**src/rtl/fetch_pkg.sv**
```systemverilog
// Shared types and constants for the instruction-fetch stage.
// Optional performance counters in fetch_unit are enabled with FETCH_PERF_EN.
package fetch_pkg;

   typedef enum logic [1:0] {
      BOOT = 2'd0,
      RUN  = 2'd1,
      HALT = 2'd2
   } fetch_state_t;

   typedef struct packed {
      logic [31:0] pc;
      logic [31:0] instr;
   } fetch_entry_t;

   localparam logic [31:0] PC_STEP        = 32'd4;
   localparam logic [31:0] PC_ALIGN_MASK  = 32'hFFFF_FFFC;
   localparam logic [31:0] FETCH_RESET_PC = 32'h0000_0000;

endpackage

```
**src/rtl/fetch_fifo.sv**
```systemverilog
// Fetch buffer: DEPTH entries of {pc, instr}; flush overrides push and pop.
// Head outputs read zero while the buffer is empty.
module fetch_fifo
   import fetch_pkg::*;
#(
   parameter int DEPTH = 2
) (
   input  logic         clk,
   input  logic         reset,
   input  logic         push_i,
   input  logic         pop_i,
   input  logic         flush_i,
   input  fetch_entry_t wr_i,
   output fetch_entry_t head_o,
   output logic         full_o,
   output logic         empty_o
);

   localparam int PTR_W = $clog2(DEPTH);
   localparam int CNT_W = $clog2(DEPTH + 1);

   fetch_entry_t     mem_q [DEPTH];
   logic [PTR_W-1:0] wr_ptr_q, rd_ptr_q;
   logic [CNT_W-1:0] count_q;
   logic             do_push, do_pop;

   assign empty_o = (count_q == '0);
   assign full_o  = (count_q == CNT_W'(DEPTH));
   assign do_pop  = pop_i && !empty_o;
   assign do_push = push_i && (!full_o || do_pop);
   assign head_o  = empty_o ? '0 : mem_q[rd_ptr_q];

   // NOTE: storage has no reset; the count alone decides validity and empty_o masks stale data.
   always_ff @(posedge clk) begin
      if (do_push && !flush_i) mem_q[wr_ptr_q] <= wr_i;
   end

   always_ff @(posedge clk or posedge reset) begin
      if (reset) begin
         wr_ptr_q <= '0;
         rd_ptr_q <= '0;
         count_q  <= '0;
      end else if (flush_i) begin
         wr_ptr_q <= '0;
         rd_ptr_q <= '0;
         count_q  <= '0;
      end else begin
         if (do_push) wr_ptr_q <= wr_ptr_q + 1'b1;
         if (do_pop)  rd_ptr_q <= rd_ptr_q + 1'b1;
         if (do_push && !do_pop)      count_q <= count_q + CNT_W'(1);
         else if (do_pop && !do_push) count_q <= count_q - CNT_W'(1);
      end
   end

endmodule

```
**src/rtl/fetch_unit.sv**
```systemverilog
// Instruction-fetch stage: PC, BOOT/RUN/HALT control and fetch buffer towards decode.
// Define FETCH_PERF_EN to add the perf_fetch_cnt / perf_flush_cnt counters.
module fetch_unit
   import fetch_pkg::*;
#(
   parameter logic [31:0] RESET_PC = FETCH_RESET_PC,
   parameter int          DEPTH    = 2
) (
   input  logic        clk,
   input  logic        reset,
   output logic [31:0] imem_pc,
   input  logic [31:0] imem_instr,
   input  logic        redirect_valid,
   input  logic [31:0] redirect_pc,
   input  logic        halt_req,
   output logic        id_valid,
   input  logic        id_ready,
   output logic [31:0] id_instr,
   output logic [31:0] id_pc,
   output logic [31:0] id_pc_plus4
`ifdef FETCH_PERF_EN
   ,
   output logic [31:0] perf_fetch_cnt,
   output logic [31:0] perf_flush_cnt
`endif
);

   fetch_state_t state_q, state_d;
   logic [31:0]  pc_q, pc_d;
   logic         push, pop, fifo_full, fifo_empty;
   fetch_entry_t head;

   fetch_fifo #(.DEPTH(DEPTH)) u_fifo (
      .clk     (clk),
      .reset   (reset),
      .push_i  (push),
      .pop_i   (pop),
      .flush_i (redirect_valid),
      .wr_i    ('{pc: pc_q, instr: imem_instr}),
      .head_o  (head),
      .full_o  (fifo_full),
      .empty_o (fifo_empty)
   );

   assign imem_pc     = pc_q;
   assign id_valid    = !fifo_empty;
   assign id_instr    = head.instr;
   assign id_pc       = head.pc;
   assign id_pc_plus4 = head.pc + PC_STEP;
   assign pop         = id_valid && id_ready;

   always_ff @(posedge clk or posedge reset) begin
      if (reset) begin
         state_q <= BOOT;
         pc_q    <= RESET_PC;
      end else begin
         state_q <= state_d;
         pc_q    <= pc_d;
      end
   end

   // NOTE: combinational next-state logic uses blocking '=' with every output defaulted first, so no latch is inferred.
   always_comb begin
      state_d = state_q;
      pc_d    = pc_q;
      push    = 1'b0;
      if (redirect_valid) begin
         state_d = RUN;
         pc_d    = redirect_pc & PC_ALIGN_MASK;
      end else begin
         case (state_q)
            BOOT: state_d = RUN;
            RUN: begin
               push = !fifo_full || pop;
               if (push)     pc_d    = pc_q + PC_STEP;
               if (halt_req) state_d = HALT;
            end
            HALT:    state_d = HALT;
            default: state_d = BOOT;
         endcase
      end
   end

`ifdef FETCH_PERF_EN
   always_ff @(posedge clk or posedge reset) begin
      if (reset) begin
         perf_fetch_cnt <= '0;
         perf_flush_cnt <= '0;
      end else begin
         if (push)           perf_fetch_cnt <= perf_fetch_cnt + 32'd1;
         if (redirect_valid) perf_flush_cnt <= perf_flush_cnt + 32'd1;
      end
   end
`endif

endmodule

```
**config.mk**
```make
export PLATFORM = sky130hd
export DESIGN_NAME = fetch_unit
export DESIGN_NICKNAME = d
export VERILOG_FILES = /design/src/rtl/fetch_pkg.sv /design/src/rtl/fetch_fifo.sv /design/src/rtl/fetch_unit.sv
export SDC_FILE = /design/constraint.sdc
export NUM_CORES = 1
export LEC_CHECK = 0
export BUFFER_PORTS_ARGS = -buffer_cell sky130_fd_sc_hd__buf_2
export CAP_MARGIN = 20
export CORE_MARGIN = 2
export CORE_UTILIZATION = 55
export CTS_CLUSTER_DIAMETER = 200
export DETAILED_ROUTE_END_ITERATION = 16
export PLACE_DENSITY = 0.88
export SLEW_MARGIN = 5
export SYNTH_ARGS = -nofsm -noshare
export SYNTH_HDL_FRONTEND = slang
export SYNTH_SLANG_ARGS = --single-unit
```
**constraint.sdc**
```tcl
create_clock -name clk -period 16.75 [get_ports clk]
set_clock_uncertainty 0.05 [all_clocks]
set_input_delay 3.35 -clock clk [delete_from_list [all_inputs] [get_ports clk]]
set_output_delay 3.35 -clock clk [all_outputs]
set_load 0.03 [all_outputs]
```
# Yosys cells after proc, flatten, opt, wreduce, memory -nomap -nowiden
# Memory sizes are Yosys's and may differ from the RTL's.
# Index checks and enable logic that the tools add are counted.
# totals
out_inout_bits	129
elab_cells	55
ff_bits	38
in_bits	69
n_memories	1
ramBits	128
# memory_table
name	depth	width	rd	rd_clocked_by_memory_dff	wr	line	text
u_fifo.mem_q	2	64	1	0	1	fetch_fifo.sv:22	fetch_entry_t mem_q [DEPTH];
# op_classes
n_eq_ne	4
n_addsub	6
n_reduce_logical	21
mux	18
# ops
operator	count
2-to-1 mux 32 bit	3
adder 32 x 3 -> 32 bit (second input constant)	2
2-to-1 mux 64 bit	1
2-to-1 mux 2 bit	5
2-to-1 mux 1 bit	8
nonzero test 2 bit	4
logical AND 1 bit	6
case mux 2 bit (3 select lines)	1
zero test 1 bit	5
equality test 2 bit (second input constant)	2
zero test 2 bit	2
inequality test 3 bit (second input constant)	1
nonzero test 3 bit	1
adder 1 bit (second input constant)	2
adder 2 x 1 -> 2 bit (second input constant)	1
equality test 2 x 1 -> 1 bit (second input constant)	1
logical OR 1 bit	2
AND reduction 2 bit	1
subtractor 2 x 1 -> 2 bit (second input constant)	1

# Depth between registers and ports, before layout
# depth
word_depth	12
depth_mapped	13
mapped_depth_nobuf	10

# Cells and area by module
# Synthesis repeated with hierarchy kept, for this count alone.
# hier_totals
cells_unflattened	592
area_unflattened_um2	7511.0
# modules_own_cells
module	area_per_inst_um2	cells_each	instances	seq_area_each_um2
fetch_fifo	5049.8	300	1	3943.8
fetch_unit	2461.1	292	1	800.8

# Worst setup path before layout
# OpenSTA, ideal clock, no wires.
# synth_path
path_type	input to register
startpoint	input port id_ready
endpoint	memory u_fifo.mem_q[1][0] in the netlist's numbering (enable)
path_buffers	1
setup_ps	571
t_arrival_ps	8310
path_stages	4
setup_slack_ps	7819
t_required_ps	16129
cell_sequence	or3b_1 > buf_2 > nand2_1 > nor3b_1
# synth_via
elab_chain_len	8
word_cells_on_any_way	10
cone_classes	4 x mux; 6 x reduce/logical
# synth_rtl
element	line	text
start, declared	fetch_unit.sv:17	input logic id_ready,
logical AND 1 bit (*)	fetch_unit.sv:50	assign pop = id_valid && id_ready;
logical OR 1 bit	fetch_unit.sv:74	push = !fifo_full || pop;
2-to-1 mux 1 bit	fetch_unit.sv:71	case (state_q)
2-to-1 mux 1 bit	fetch_unit.sv:67	if (redirect_valid) begin
logical AND 1 bit (*)	fetch_fifo.sv:30	assign do_push = push_i && (!full_o || do_pop);
logical AND 1 bit (*)	fetch_fifo.sv:35	if (do_push && !flush_i) mem_q[wr_ptr_q] <= wr_i;
2-to-1 mux 1 bit (*)	fetch_fifo.sv:35	
2-to-1 mux 1 bit (not written as such) (*)	fetch_fifo.sv:35	
end, declared	fetch_fifo.sv:22	
# Mark *: on every way between the ends. The rest lies on a longest branch, timed or not.

# Final worst setup path
# layout_path
startpoint	register u_fifo.rd_ptr_q
endpoint	output port id_pc_plus4[29]
# layout_via
elab_chain_len	3
# layout_rtl
element	line	text
start, declared	fetch_fifo.sv:23	logic [PTR_W-1:0] wr_ptr_q, rd_ptr_q;
start signal, assigned	fetch_fifo.sv:49	if (do_pop) rd_ptr_q <= rd_ptr_q + 1'b1;
memory read (2 x 64 bit)	-	
2-to-1 mux 64 bit	fetch_fifo.sv:31	assign head_o = empty_o ? '0 : mem_q[rd_ptr_q];
adder 32 x 3 -> 32 bit	fetch_unit.sv:49	assign id_pc_plus4 = head.pc + PC_STEP;
end, declared	fetch_unit.sv:20	output logic [31:0] id_pc_plus4
# No other way between the ends.

==> impl_results.md <==
* Peak VDD IR at 87.1 uV
* DR DRC count at 0
* DRT Pass-1 Iters at 4
* Initial antenna violation count at 0
* Worst setup EP type: output port
* Rows at 42
* Final Hold Fails at 0
* Max cap viols at 0
* Critical path required time at 13.35 ns
* Post-layout util at 68.9%
* Max clock buf depth at 2
* DRT antenna net count at 0
* Routed WL per cell at 16.3 um
* TritonCTS clock tree: done
* Gr usage total at 21.8%
* Hold Path End: u_fifo.mem_q[0][63]$_DFFE_PP_
* Flop pwr share at 40.6%
* Design area at 0.00919 sq mm
* RR Endpoint: u_fifo.mem_q[0][1]$_DFFE_PP_
* Syn avg cell area at 12.6 sq um
* Max H-tree Level at 4
* Critical Path Source Type: flip-flop
* Global route hottest layer: met2
* Static leakage at 3.73 nW
* Post-CTS sizing at 0
* Final TNS setup at 0 ns
* Routability cong. at 0.836
* Slew @ Worst Pin at 0.946 ns
* Placement Cell Area at 0.00863 sq mm
* Met2 usage at 34.6%
* Die width at 121 um
* Number of diodes at 0
* Syn. warnings at 0
* Most numerous cell in the Yosys netlist: edfxtp_1
* R2R Setup Slk at 13.79 ns
* RSZ-0062 raised after global routing: no
* Via density at 5.34
* I/O Buffers at 189
* Outcome: finished, final reports clean
* Combinational Power Share at 32.9%
* Int Pwr at 0.836 mW
* First-pass GRT wire length at 24.5 mm
* Initial core utilization at 56.8%
* Top post-synthesis cells by count: edfxtp_1, nor2_1, mux2i_1, nand2_1, dfrtp_1
* Area leader, netlist: edfxtp_1
* Final period util at 41.9%
* TritonCTS buffer count at 17
* Share of layout cells above drive strength 1 at 31.9%
* R2r startpoint: u_fifo.count_q[1]$_DFFE_PP0P_
* Unique masters post-synth at 48
* Worst Hold Class: flip-flop to flip-flop
* Netlist Area Pre-Place at 0.00758 sq mm
* PwrDens at 144 mW/mm^2
* Final WL at 15.9 mm
* Largest cells by area after synthesis: edfxtp_1, dfrtp_1, mux2i_1
* Pins Over Slew Limit at 0
* Worst Hold Launch: imem_pc[31]$_DFFE_PP0P_
* P&R area growth vs syn at 21.2%
* Dominant synthesized flop cell: edfxtp_1
* Sw Share at 37.0%
* Top cell type's share of synthesized area at 49.1%
* Vias in the first global route at 4,863
* Die ar. at 0.0147 sq mm
* Net count, final at 860
* Final min period at 7.01 ns
* Synthesized flop and latch total at 160
* Clock sink count at 160
* Final setup viols at 0
* Clock root cell: clkbuf_16
* Number of flops mapped to enable cells by yosys at 124
* Kind of critical path: flip-flop to output port
* Critical path arrival at 3.61 ns
* Clock power share at 26.5%
* Clk slew on worst S/H paths at 0.06 ns
* Seq/Total Area, Yosys at 61.0%
* Chip height at 121 um
* Hold Path Depth at 0
* CP Max Fanout at 59
* IO Pins at 198
* Slew Limit Headroom at 36.6%
* Dpl hpwl at 11.1 mm
* Global route total overflow at 0
* Max Fclk at 143 MHz
* Met1 usage at 29.8%
* R2R cell count at 4
* Met3 usage at 4.79%
* Vias at 5,210
* Detailed Route Iter0 Violations at 376
* Placeable core region at 0.0133 sq mm
* CTS Hold Bufs at 0
* Switch Pwr at 0.491 mW
* Post-CTS Setup Bufs at 0
* Pin count of the biggest net entering global routing at 74
* Asr flop ratio synth at 22.5%
* Worst skew pair latency at 0.41 ns
* Gate Count Post-Synth at 600
==> final cells by class <==
type | count | area [sq um]
clock buffers | 24 | 504
clock inverters | 8 | 52.6
fillers | 951 | 4160
inverters | 18 | 67.6
multi-input cells | 395 | 2730
flip-flops and latches | 160 | 4630
well taps | 176 | 220
repair buffers | 195 | 991
==> worst max-delay path, stage by stage (launching register included) <==
cell and delay [ns]:
dfrtp_4 0.58, buf_4 0.77, mux2i_1 0.42, nor3_2 0.35
nand4_4 0.23, nor4_2 0.37, xor2_1 0.22, buf_2 0.23
==> flip-flops by register name (all words and copies together) (netlist names) <==
| register | cells |
|---|---|
| u_fifo.mem_q | 124 |
| imem_pc | 30 |
| state_q | 2 |
| u_fifo.count_q | 2 |
| u_fifo.rd_ptr_q | 1 |
| u_fifo.wr_ptr_q | 1 |
==> cells by family after synthesis <==
logic type / after synthesis / share of synthesized area [%]
XOR/XNOR: 59 / 6.82
multiplexers: 65 / 8.67
buffers and inverters: 50 / 3.40
AO/OA/AOI/OAI: 44 / 4.21
other: 1 / 0.0495
flip-flops: 160 / 61.0
adder cells (fa/ha/maj): 4 / 0.660
AND/OR/NAND/NOR: 217 / 15.2
==> cells in the final DEF (no fill, tap or decap), types with 5 or more instances in the layout <==
master | Yosys | final
nand3_1 | 21 | 21
inv_1 | 18 | 18
o21ai_0 | 29 | 29
conb_1 | 1 | 6
mux2i_1 | 60 | 60
dfrtp_1 | 36 | 35
mux2_2 | 5 | 5
nor3_1 | 23 | 22
xnor2_1 | 33 | 33
nor2_1 | 70 | 70
and4_1 | 6 | 6
nand4_1 | 6 | 6
edfxtp_1 | 124 | 124
clkbuf_16 | 0 | 19
buf_4 | 8 | 6
nand2_1 | 54 | 54
buf_2 | 14 | 189
xor2_1 | 26 | 26
==> worst max-delay path by stage <==
stage | startpoint | endpoint | slack [ns] | cells after the start
after detailed placement | u_fifo.rd_ptr_q$_DFFE_PP0P_ | id_pc_plus4[29] | 10.17 | 7
after global placement | u_fifo.count_q[1]$_DFFE_PP0P_ | id_pc_plus4[16] | 10.26 | 12
after floorplan | id_ready | u_fifo.mem_q[1][0]$_DFFE_PP_ | 7.82 | 4
after CTS | u_fifo.rd_ptr_q$_DFFE_PP0P_ | id_pc_plus4[29] | 9.69 | 7
final | u_fifo.rd_ptr_q$_DFFE_PP0P_ | id_pc_plus4[29] | 9.74 | 7
after global routing | u_fifo.rd_ptr_q$_DFFE_PP0P_ | id_pc_plus4[29] | 9.54 | 7
==> metrics by stage <==
step / setup slack (ns) / hold WS [ns] / power (mW) / cells
2_1_floorplan: 7.82 / 0.436 / 0.870 / 605
3_3_place_gp: 10.26 / 0.453 / 0.974 / 944
3_5_place_dp: 10.17 / 0.455 / 0.984 / 944
4_1_cts: 9.69 / 0.469 / 1.34 / 976
5_1_grt: 9.54 / 0.495 / 1.39 / 976
6_report: 9.74 / 0.461 / 1.33 / 976
==> metal layers <==
metal | vias to the layer above | wire length [um]
met1 | 2481 | 6900
met2 | 210 | 7620
li1 | 2502 | -
met5 | - | 0
met3 | 17 | 1120
met4 | 0 | 223
==> power by group through the flow <==
| stage | clock [mW] | combinational, mW | sequential [mW] |
|---|---|---|---|
| 2_1_floorplan | 0 | 0.315 | 0.555 |
| 3_3_place_gp | 0 | 0.433 | 0.541 |
| 3_5_place_dp | 0 | 0.440 | 0.545 |
| 4_1_cts | 0.360 | 0.441 | 0.537 |
| 5_1_grt | 0.380 | 0.468 | 0.544 |
| 6_report | 0.352 | 0.436 | 0.538 |
Power figures use the tool's default switching activity.
